<file path="src/rtl/genius_pkg.sv">
// Shared definitions for the Genius turn timer: phase encodings and default turn limit.
package genius_pkg;

    typedef enum logic [1:0] {
        PH_IDLE = 2'b00,
        PH_SHOW = 2'b01,
        PH_PLAY = 2'b10,
        PH_EXP  = 2'b11
    } phase_e;

    localparam int unsigned LIMIT_DEF = 10;

endpackage

</file>
<file path="src/rtl/genius_sec_counter.sv">
// Seconds counter: clears on clr, advances on en, wraps to 0 after max with a one-cycle wrap flag.
module genius_sec_counter (
    input  logic       CLK1,
    input  logic       R_N,
    input  logic       clr,
    input  logic       en,
    input  logic [3:0] max,
    output logic [3:0] count,
    output logic       wrap
);

    logic [3:0] count_q;

    always_ff @(posedge CLK1 or negedge R_N) begin
        if (!R_N) begin
            count_q <= '0;
        end else if (clr) begin
            count_q <= '0;
        end else if (en) begin
            count_q <= (count_q == max) ? '0 : count_q + 4'd1;
        end
    end

    assign count = count_q;
    assign wrap  = en && !clr && (count_q == max);

endmodule

</file>
<file path="src/rtl/genius_turn_timer_ctrl.sv">
// Per-turn timer sequencer: holds during SHOW, runs during PLAY, restarts on keys, flags timeouts.
module genius_turn_timer_ctrl
    import genius_pkg::*;
#(
    parameter int unsigned LIMIT = LIMIT_DEF
) (
    input  logic       CLK1,
    input  logic       R_N,
    input  logic       tick_i,
    input  logic       start_i,
    input  logic       show_done_i,
    input  logic       key_valid_i,
    input  logic       round_done_i,
    input  logic       abort_i,
    output logic [1:0] phase_o,
    output logic [3:0] tempo_o,
    output logic [3:0] secs_left_o,
    output logic       timeout_o,
    output logic       fail_o
);

    localparam logic [3:0] LIM4 = 4'(LIMIT);
    localparam logic [3:0] MAX4 = 4'(LIMIT - 1);

    phase_e     state_q, state_d;
    logic [3:0] secs_q, secs_d;
    logic       timeout_q, timeout_d;
    logic       fail_q, fail_d;

    logic       in_play;
    logic       cnt_clr;
    logic       cnt_en;
    logic       cnt_wrap;
    logic [3:0] cnt_val;

    // Any higher-priority PLAY event, or being outside PLAY, zeroes the window.
    assign in_play = (state_q == PH_PLAY);
    assign cnt_clr = !in_play || abort_i || round_done_i || key_valid_i;
    assign cnt_en  = in_play && tick_i;

    genius_sec_counter u_sec (
        .CLK1  (CLK1),
        .R_N   (R_N),
        .clr   (cnt_clr),
        .en    (cnt_en),
        .max   (MAX4),
        .count (cnt_val),
        .wrap  (cnt_wrap)
    );

    always_comb begin
        state_d   = state_q;
        secs_d    = secs_q;
        timeout_d = 1'b0;
        case (state_q)
            PH_IDLE: begin
                secs_d = '0;
                if (!abort_i && start_i) begin
                    state_d = PH_SHOW;
                end
            end
            PH_SHOW: begin
                if (abort_i) begin
                    state_d = PH_IDLE;
                end else if (show_done_i) begin
                    state_d = PH_PLAY;
                    secs_d  = LIM4;
                end
            end
            PH_PLAY: begin
                if (abort_i) begin
                    state_d = PH_IDLE;
                    secs_d  = '0;
                end else if (round_done_i) begin
                    state_d = PH_SHOW;
                    secs_d  = '0;
                end else if (key_valid_i) begin
                    secs_d = LIM4;
                end else if (cnt_wrap) begin
                    state_d   = PH_EXP;
                    secs_d    = '0;
                    timeout_d = 1'b1;
                end else if (tick_i) begin
                    // secs_left tracks LIMIT - tempo as a down-counter alongside the seconds counter.
                    secs_d = secs_q - 4'd1;
                end
            end
            PH_EXP: begin
                if (abort_i) begin
                    state_d = PH_IDLE;
                end else if (start_i) begin
                    state_d = PH_SHOW;
                end
            end
            default: begin
                state_d = PH_IDLE;
                secs_d  = '0;
            end
        endcase
        fail_d = (state_d == PH_EXP);
    end

    always_ff @(posedge CLK1 or negedge R_N) begin
        if (!R_N) begin
            state_q   <= PH_IDLE;
            secs_q    <= '0;
            timeout_q <= 1'b0;
            fail_q    <= 1'b0;
        end else begin
            state_q   <= state_d;
            secs_q    <= secs_d;
            timeout_q <= timeout_d;
            fail_q    <= fail_d;
        end
    end

    assign phase_o     = state_q;
    assign tempo_o     = cnt_val;
    assign secs_left_o = secs_q;
    assign timeout_o   = timeout_q;
    assign fail_o      = fail_q;

endmodule

</file>
<file path="config.mk">
export PLATFORM = sky130hd
export DESIGN_NAME = genius_turn_timer_ctrl
export DESIGN_NICKNAME = d
export VERILOG_FILES = /design/src/rtl/genius_pkg.sv /design/src/rtl/genius_sec_counter.sv /design/src/rtl/genius_turn_timer_ctrl.sv
export SDC_FILE = /design/constraint.sdc
export NUM_CORES = 1
export LEC_CHECK = 0
export BUFFER_PORTS_ARGS = -buffer_cell sky130_fd_sc_hd__buf_2
export CAP_MARGIN = 20
export CORE_UTILIZATION = 46
export DETAILED_ROUTE_END_ITERATION = 10
export GPL_TIMING_DRIVEN = 0
export PLACE_DENSITY = 0.74
export SYNTH_ARGS = -nofsm -noshare
export SYNTH_HDL_FRONTEND = slang
export SYNTH_SLANG_ARGS = --single-unit
</file>
<file path="constraint.sdc">
create_clock -name CLK1 -period 1.8 [get_ports CLK1]
set_input_delay 0.09 -clock CLK1 [delete_from_list [all_inputs] [get_ports CLK1]]
set_output_delay 0.09 -clock CLK1 [all_outputs]
set_load 0.02 [all_outputs]
</file>
==> flow_summary_export.csv, run 1 <==
group,metric,value,unit
clocking,root_buffer,"clkbuf_4",
yosys,synthTopCellsByArea,"dfrtp_1 37%, ha_1 9.2%, nor2_1 5.1%",
yosys,synth_top_cell_area_share,0.3698,
route,drt_iter0_drc,26,
job,cap_violations,0,
floorplan,die_w,44.02,µm
worst_setup_path,cp_max_fo,5,
grt,grt_pass1_vias,656,
grt,gr-total-overflow,0,
sta,slew_viol_final,0,
place,routabilityCongestion,0.7452,
worst_setup_path,crit_path_max_incr_delay,0.43,ns
yosys,syn_nets,101,
final_layout,final_common_cell,"buf_2",
place,port_buffers,19,
final_layout,fillers,120,
yosys,syn_area_per_cell,9.334,µm²
grt,grt_pass1_wl,2967,µm
grt,antenna_found_initial,0,
yosys,netlist.top_cell.by_area,"dfrtp_1",
final_layout,seqCellArea,302.8,µm²
route,drt_first_pass_iters,4,
yosys,netlist_area,812.0,µm²
pwr,seqPwrFrac,0.319,
route,vias_per_cell,5.787,
grt,grt_max_degree,13,
pwr,swShare,0.3983,
sta,max_freq,0.5254,GHz
sta,layout_setup_ws,-0.1033,ns
sta,post-route-period-util,1.057,
run_status,status,"complete, but fails checks",
worst_setup_path,critPathBufInv,2,
run_status,failed_checks,"setup timing",
pwr,power,1.055,mW
worst_setup_path,critical_path_arrival,2.07,ns
floorplan,die_y,44.02,µm
place,hpwl,1229,µm
clocking,cts_buffer_depth,2,
final_layout,layout_common_cells,"19 x buf_2, 10 x nor2_1, 10 x dfrtp_1, 9 x buf_4, 7 x inv_1",
clocking,clock_sinks,12,
floorplan,num_rows,14,
worst_setup_path,cp-start-kind,"flop",
pwr,clockPowerShare,0.205,
grt,grt_usage,0.2133,
worst_setup_path,critPathRequiredTime,1.97,ns
worst_setup_path,crit_family,"compound AO/OA/AOI/OAI gates",
route,post_drt_wl_per_cell,14.61,µm
route,remaining_drc_errors,0,
min_path,hp-class,"in -> reg",
sta,max-slew-margin-rel,0.6170,
final_layout,syn_to_final_growth,39.29,%
pwr,leakage,0.5212,nW
sta,clock_skew,0.007383,ns
final_layout,final_layout_size_suffix_gt1_frac,0.3833,
final_layout,nNetsFinal,135,
yosys,synth_warnings,0,
worst_setup_path,critPathCaptureType,"flop",
floorplan,start_util,0.5151,
place,dp_cells,122,
worst_setup_path,slowest_stage,"dfrtp_2",
pwr,internal-power,0.6350,mW
clocking,cts_tree,"built",
worst_setup_path,crit_type,"reg -> reg",
clocking,cts_max_level,1,
floorplan,placeableCoreArea,0.001577,mm²
worst_setup_path,worstPathCellList,"inv_2 > ha_4 > nand3b_1 > buf_4 > o31ai_4 > o21ai_1 > a22o_1",
floorplan,num_io_pins,20,
sta,period_needed,1.903,ns
yosys,syn_inst,87,
clocking,clock_latency,0.27,ns
clocking,path_clk_slew,0.08,ns
final_layout,multi_input_area,565.5,µm²
pwr,max-vdd-ir-drop,0.6184,mV
clocking,numCtsBuffers,3,
sta,setup_viol,3,
yosys,ys_types,36,
pwr,p_per_area,933.0,mW/mm²
floorplan,die_area,0.001937,mm²
sta,rsz0062_at_grt,"yes",
yosys,ys_ff_latch,12,
final_layout,final_cells,136,
route,vias,787,
route,wirelength,1987,µm
pwr,p_comb_frac,0.476,
sta,hold_viol_final,0,
final_layout,antennaDiodeCount,0,
sta,worst_pin_slew,0.5746,ns
yosys,ys_seq_area_frac,0.3698,
sta,setup_tns,-0.2125,ns
pwr,switchingPower,0.4203,mW
route,antenna_left,0,
[power by group through the flow]
stage	Combinational, mW	Clock, mW	Sequential (mW)
3_5_place_dp	0.390	0	0.360
3_3_place_gp	0.385	0	0.359
2_1_floorplan	0.253	0	0.389
4_1_cts	0.455	0.218	0.336
6_report	0.502	0.216	0.337
5_1_grt	0.555	0.230	0.339
[sequential cells by signal, summed over array words and instances (netlist names)]
register and count:
timeout_o 1, fail_o 1, secs_left_o 4, phase_o 2, u_sec.count 4
[final cells by class]
class,instances,area share
buffer,1,0.003319
tap,16,0.01770
sequential,12,0.2677
timing repair buffer,29,0.1527
inverter,8,0.02655
multi-input combinational,66,0.5000
clock buffer,4,0.03208
[Yosys cell counts]
library cell,instances
mux2i_1,1
a221o_1,1
and2_1,1
or4b_4,1
a31oi_1,1
o31ai_1,1
a31o_2,1
a22oi_1,1
a221oi_2,1
nor3_1,2
nand2_1,2
a21boi_0,1
nand2b_1,3
clkbuf_1,1
a22o_1,2
xor2_1,3
and2b_1,1
a211oi_1,1
inv_1,8
dfrtp_1,12
nand3_1,2
o311ai_0,1
nor3b_1,2
nand4_1,1
xnor2_1,1
nor2b_1,2
nand3b_1,2
a21oi_1,5
or3_1,1
o21ai_0,4
o41ai_2,1
nor2_1,11
nor4_2,1
ha_1,6
nor4b_1,1
a221oi_1,1
[worst reg2reg max path, cell delays in order, from the launching register on]
cell and delay, ns:
dfrtp_2 0.43, inv_2 0.09, ha_4 0.16, nand3b_1 0.25, buf_4 0.25, o31ai_4 0.28, o21ai_1 0.13, a22o_1 0.22
[layer usage]
layer  up-vias  track usage  share of wire
met5         -            0              0
met4         0       0.1273          0.023
met3         4      0.02449          0.026
met2        19       0.3353           0.48
met1       381       0.2817           0.47
li1        383            -              -
[timing repair]
item	in CTS	in global routing
endpoints found under the hold margin	12	0
buffers inserted	2	7
pin swaps	1	6
hold buffers	1	0
gates resized for setup	2	6
setup endpoints to repair	4	5
[kinds of logic (layout without fill, tap and decap cells)]
logic type	after synthesis	count (layout)	synth area share
buffers and inverters	9	42	0.04160
muxes	1	1	0.01233
and+or+nand+nor	33	33	0.2358
adders and majority gates	6	6	0.09245
DFF	12	12	0.3698
AOI/OAI and AO/OA	22	22	0.2050
xor gates and xnor gates	4	4	0.04315
[worst paths after layout]
check,startpoint,endpoint,slack (ns),cells past startpoint
hold reg to reg,secs_left_o[3],secs_left_o[3],0.56,2
hold / removal,tick_i,u_sec.count[0],0.13,3
setup / recovery,phase_o[0],secs_left_o[2],-0.10,7
min in group asynchronous,R_N,u_sec.count[1],0.21,2
setup reg to reg,phase_o[0],secs_left_o[2],-0.10,7
max in group asynchronous,R_N,phase_o[0],1.36,2
[through the flow]
stage               instance area (µm²)    util  setup slack [ns]  hold WS (ns)
floorplan                         848.3       -          -0.02141       -0.2056
global placement                  963.4  0.6111           -0.1192      -0.02362
detailed placement                963.4  0.6111           -0.1528      -0.01671
CTS                                1042  0.6611          -0.05803        0.1299
global route                       1131  0.7175           -0.2301        0.1583
finish                             1131  0.7175           -0.1033        0.1313
No activity file was read; power rests on OpenSTA's default activity.
==> run 2: changes to the inputs <==
--- a/config.mk
+++ b/config.mk
@@ -7,10 +7,11 @@
 export LEC_CHECK = 0
 export BUFFER_PORTS_ARGS = -buffer_cell sky130_fd_sc_hd__buf_2
 export CAP_MARGIN = 20
-export CORE_UTILIZATION = 46
+export CORE_UTILIZATION = 49
+export CTS_BUF_LIST = sky130_fd_sc_hd__clkbuf_2 sky130_fd_sc_hd__clkbuf_4 sky130_fd_sc_hd__clkbuf_8
 export DETAILED_ROUTE_END_ITERATION = 10
 export GPL_TIMING_DRIVEN = 0
-export PLACE_DENSITY = 0.74
+export PLACE_DENSITY = 0.78
 export SYNTH_ARGS = -nofsm -noshare
 export SYNTH_HDL_FRONTEND = slang
 export SYNTH_SLANG_ARGS = --single-unit
==> flow_summary_export.csv, run 2 (same netlist as run 1, synthesis figures left out) <==
group,metric,value,unit
run_status,status,"complete, but fails checks",
run_status,failed_checks,"setup timing",
clocking,cts_max_level,1,
place,placed_cell_area,963.4,µm²
final_layout,final_common_cell,"buf_2",
route,vias,740,
worst_setup_path,slowest_stage,"or4b_4",
sta,slew_viol_final,0,
sta,worst_pin_slew,0.4308,ns
grt,gr-total-overflow,0,
sta,setup_viol,2,
sta,rsz0062_at_grt,"yes",
worst_setup_path,cp-start-kind,"flop",
final_layout,fillers,129,
floorplan,start_util,0.5328,
place,dp_worst_setup_slack,-0.1260,ns
route,remaining_drc_errors,0,
worst_setup_path,critPathRequiredTime,1.99,ns
floorplan,placeableCoreArea,0.001524,mm²
final_layout,nNetsFinal,128,
floorplan,die_area,0.001824,mm²
place,dp_cells,122,
final_layout,design_area,0.001025,mm²
place,routabilityCongestion,0.7756,
sta,period_needed,1.856,ns
sta,hold_viol_final,0,
floorplan,die_w,42.71,µm
route,wirelength,1791,µm
worst_setup_path,crit_family,"compound AO/OA/AOI/OAI gates",
worst_setup_path,critPathBufInv,1,
sta,max-slew-margin-rel,0.7128,
min_path,hp-class,"in -> reg",
final_layout,syn_to_final_growth,26.19,%
clocking,path_clk_slew,0.08,ns
grt,grt_pass1_wl,2842,µm
final_layout,layout_common_cells,"19 x buf_2, 11 x nor2_1, 10 x dfrtp_1, 7 x inv_1",
sta,setup_tns,-0.05862,ns
route,vias_per_cell,5.736,
worst_setup_path,worstPathCellList,"inv_2 > ha_4 > or4b_4 > o41ai_2 > a31oi_1 > a221oi_2",
floorplan,num_rows,14,
worst_setup_path,critical_path_arrival,2.04,ns
place,hpwl,1253,µm
clocking,cts_tree,"built",
floorplan,num_io_pins,20,
worst_setup_path,crit_type,"reg -> reg",
clocking,clock_sinks,12,
route,antenna_left,0,
final_layout,final_cells,129,
pwr,max-vdd-ir-drop,0.5179,mV
sta,layout_setup_ws,-0.05634,ns
final_layout,antennaDiodeCount,0,
floorplan,die_y,42.71,µm
final_layout,final_layout_size_suffix_gt1_frac,0.3186,
worst_setup_path,cp_max_fo,6,
route,drt_iter0_drc,23,
sta,post-route-period-util,1.031,
grt,grt_max_degree,13,
place,port_buffers,19,
sta,clock_skew,0.002672,ns
pwr,leakage,0.4705,nW
route,post_drt_wl_per_cell,13.88,µm
route,drt_first_pass_iters,4,
job,cap_violations,0,
sta,max_freq,0.5387,GHz
worst_setup_path,crit_path_max_incr_delay,0.50,ns
grt,antenna_found_initial,0,
final_layout,postLayoutCoreUtil,0.6724,
clocking,cts_resized,0,
grt,grt_pass1_vias,676,
clocking,numCtsBuffers,3,
worst_setup_path,critPathCaptureType,"flop",
clocking,cts_buffer_depth,2,
clocking,root_buffer,"clkbuf_4",
clocking,clock_latency,0.28,ns
pwr,p_per_area,978.1,mW/mm²
grt,grt_usage,0.2105,
[run 2: final timing paths]
check	from	end	slack, ns	depth (start not counted)
worst max-delay path	phase_o[0]	fail_o	-0.06	6
worst min-delay path	tick_i	u_sec.count[0]	0.13	3
worst max register to register	phase_o[0]	fail_o	-0.06	6
worst min register to register	secs_left_o[2]	secs_left_o[2]	0.57	1
max in group asynchronous	R_N	phase_o[1]	1.36	2
min in group asynchronous	R_N	u_sec.count[3]	0.21	2
[run 2: tightest hold or removal path, delay by kind of cell]
kind / cells / cell delay (ns)
simple gates: 1 / 0.07
buf+inv: 1 / 0.13
xor+xnor: 1 / 0.07
[run 2: metal layers]
layer,vias up,part of all wire,global-route usage
met3,2,0.035,0.04255
met1,343,0.47,0.2588
li1,373,-,-
met5,-,0,0
met4,0,0.010,0.1188
met2,22,0.48,0.3394
[run 2: area by class of cell]
cell class,instances,area [µm²],share of cell area
Buffer,1,3.754,0.003663
Clock buffer,4,36.28,0.03541
Inverter,8,30.03,0.02930
Multi-Input combinational cell,66,511.7,0.4994
Sequential cell,12,302.8,0.2955
Tap cell,16,20.02,0.01954
Timing Repair Buffer,22,120.1,0.1172
[run 2: per-stage QoR]
step	total power, mW	hold WS, ns
after floorplan	0.6422	-0.2056
after global placement	0.7426	-0.02370
after detailed placement	0.7574	-0.01773
after CTS	0.9993	0.1351
after global routing	1.062	0.1469
final	1.002	0.1345
[run 2: power by group]
part	total, mW	switching, mW	leakage (nW)	internal [mW]
clock	0.222	0.0987	0.0210	0.123
sequential	0.337	0.0340	0.163	0.303
combinational	0.444	0.267	0.287	0.177
total	1.00	0.399	0.470	0.603
[run 2: what timing repair did]
| item | 4_1_cts | 5_1_grt |
|---|---|---|
| hold buffers | 1 | 0 |
| pin swaps | 1 | 2 |
| setup endpoints to repair | 4 | 3 |
| endpoints found under the hold margin | 12 | 0 |
| buffers inserted | 2 | 0 |
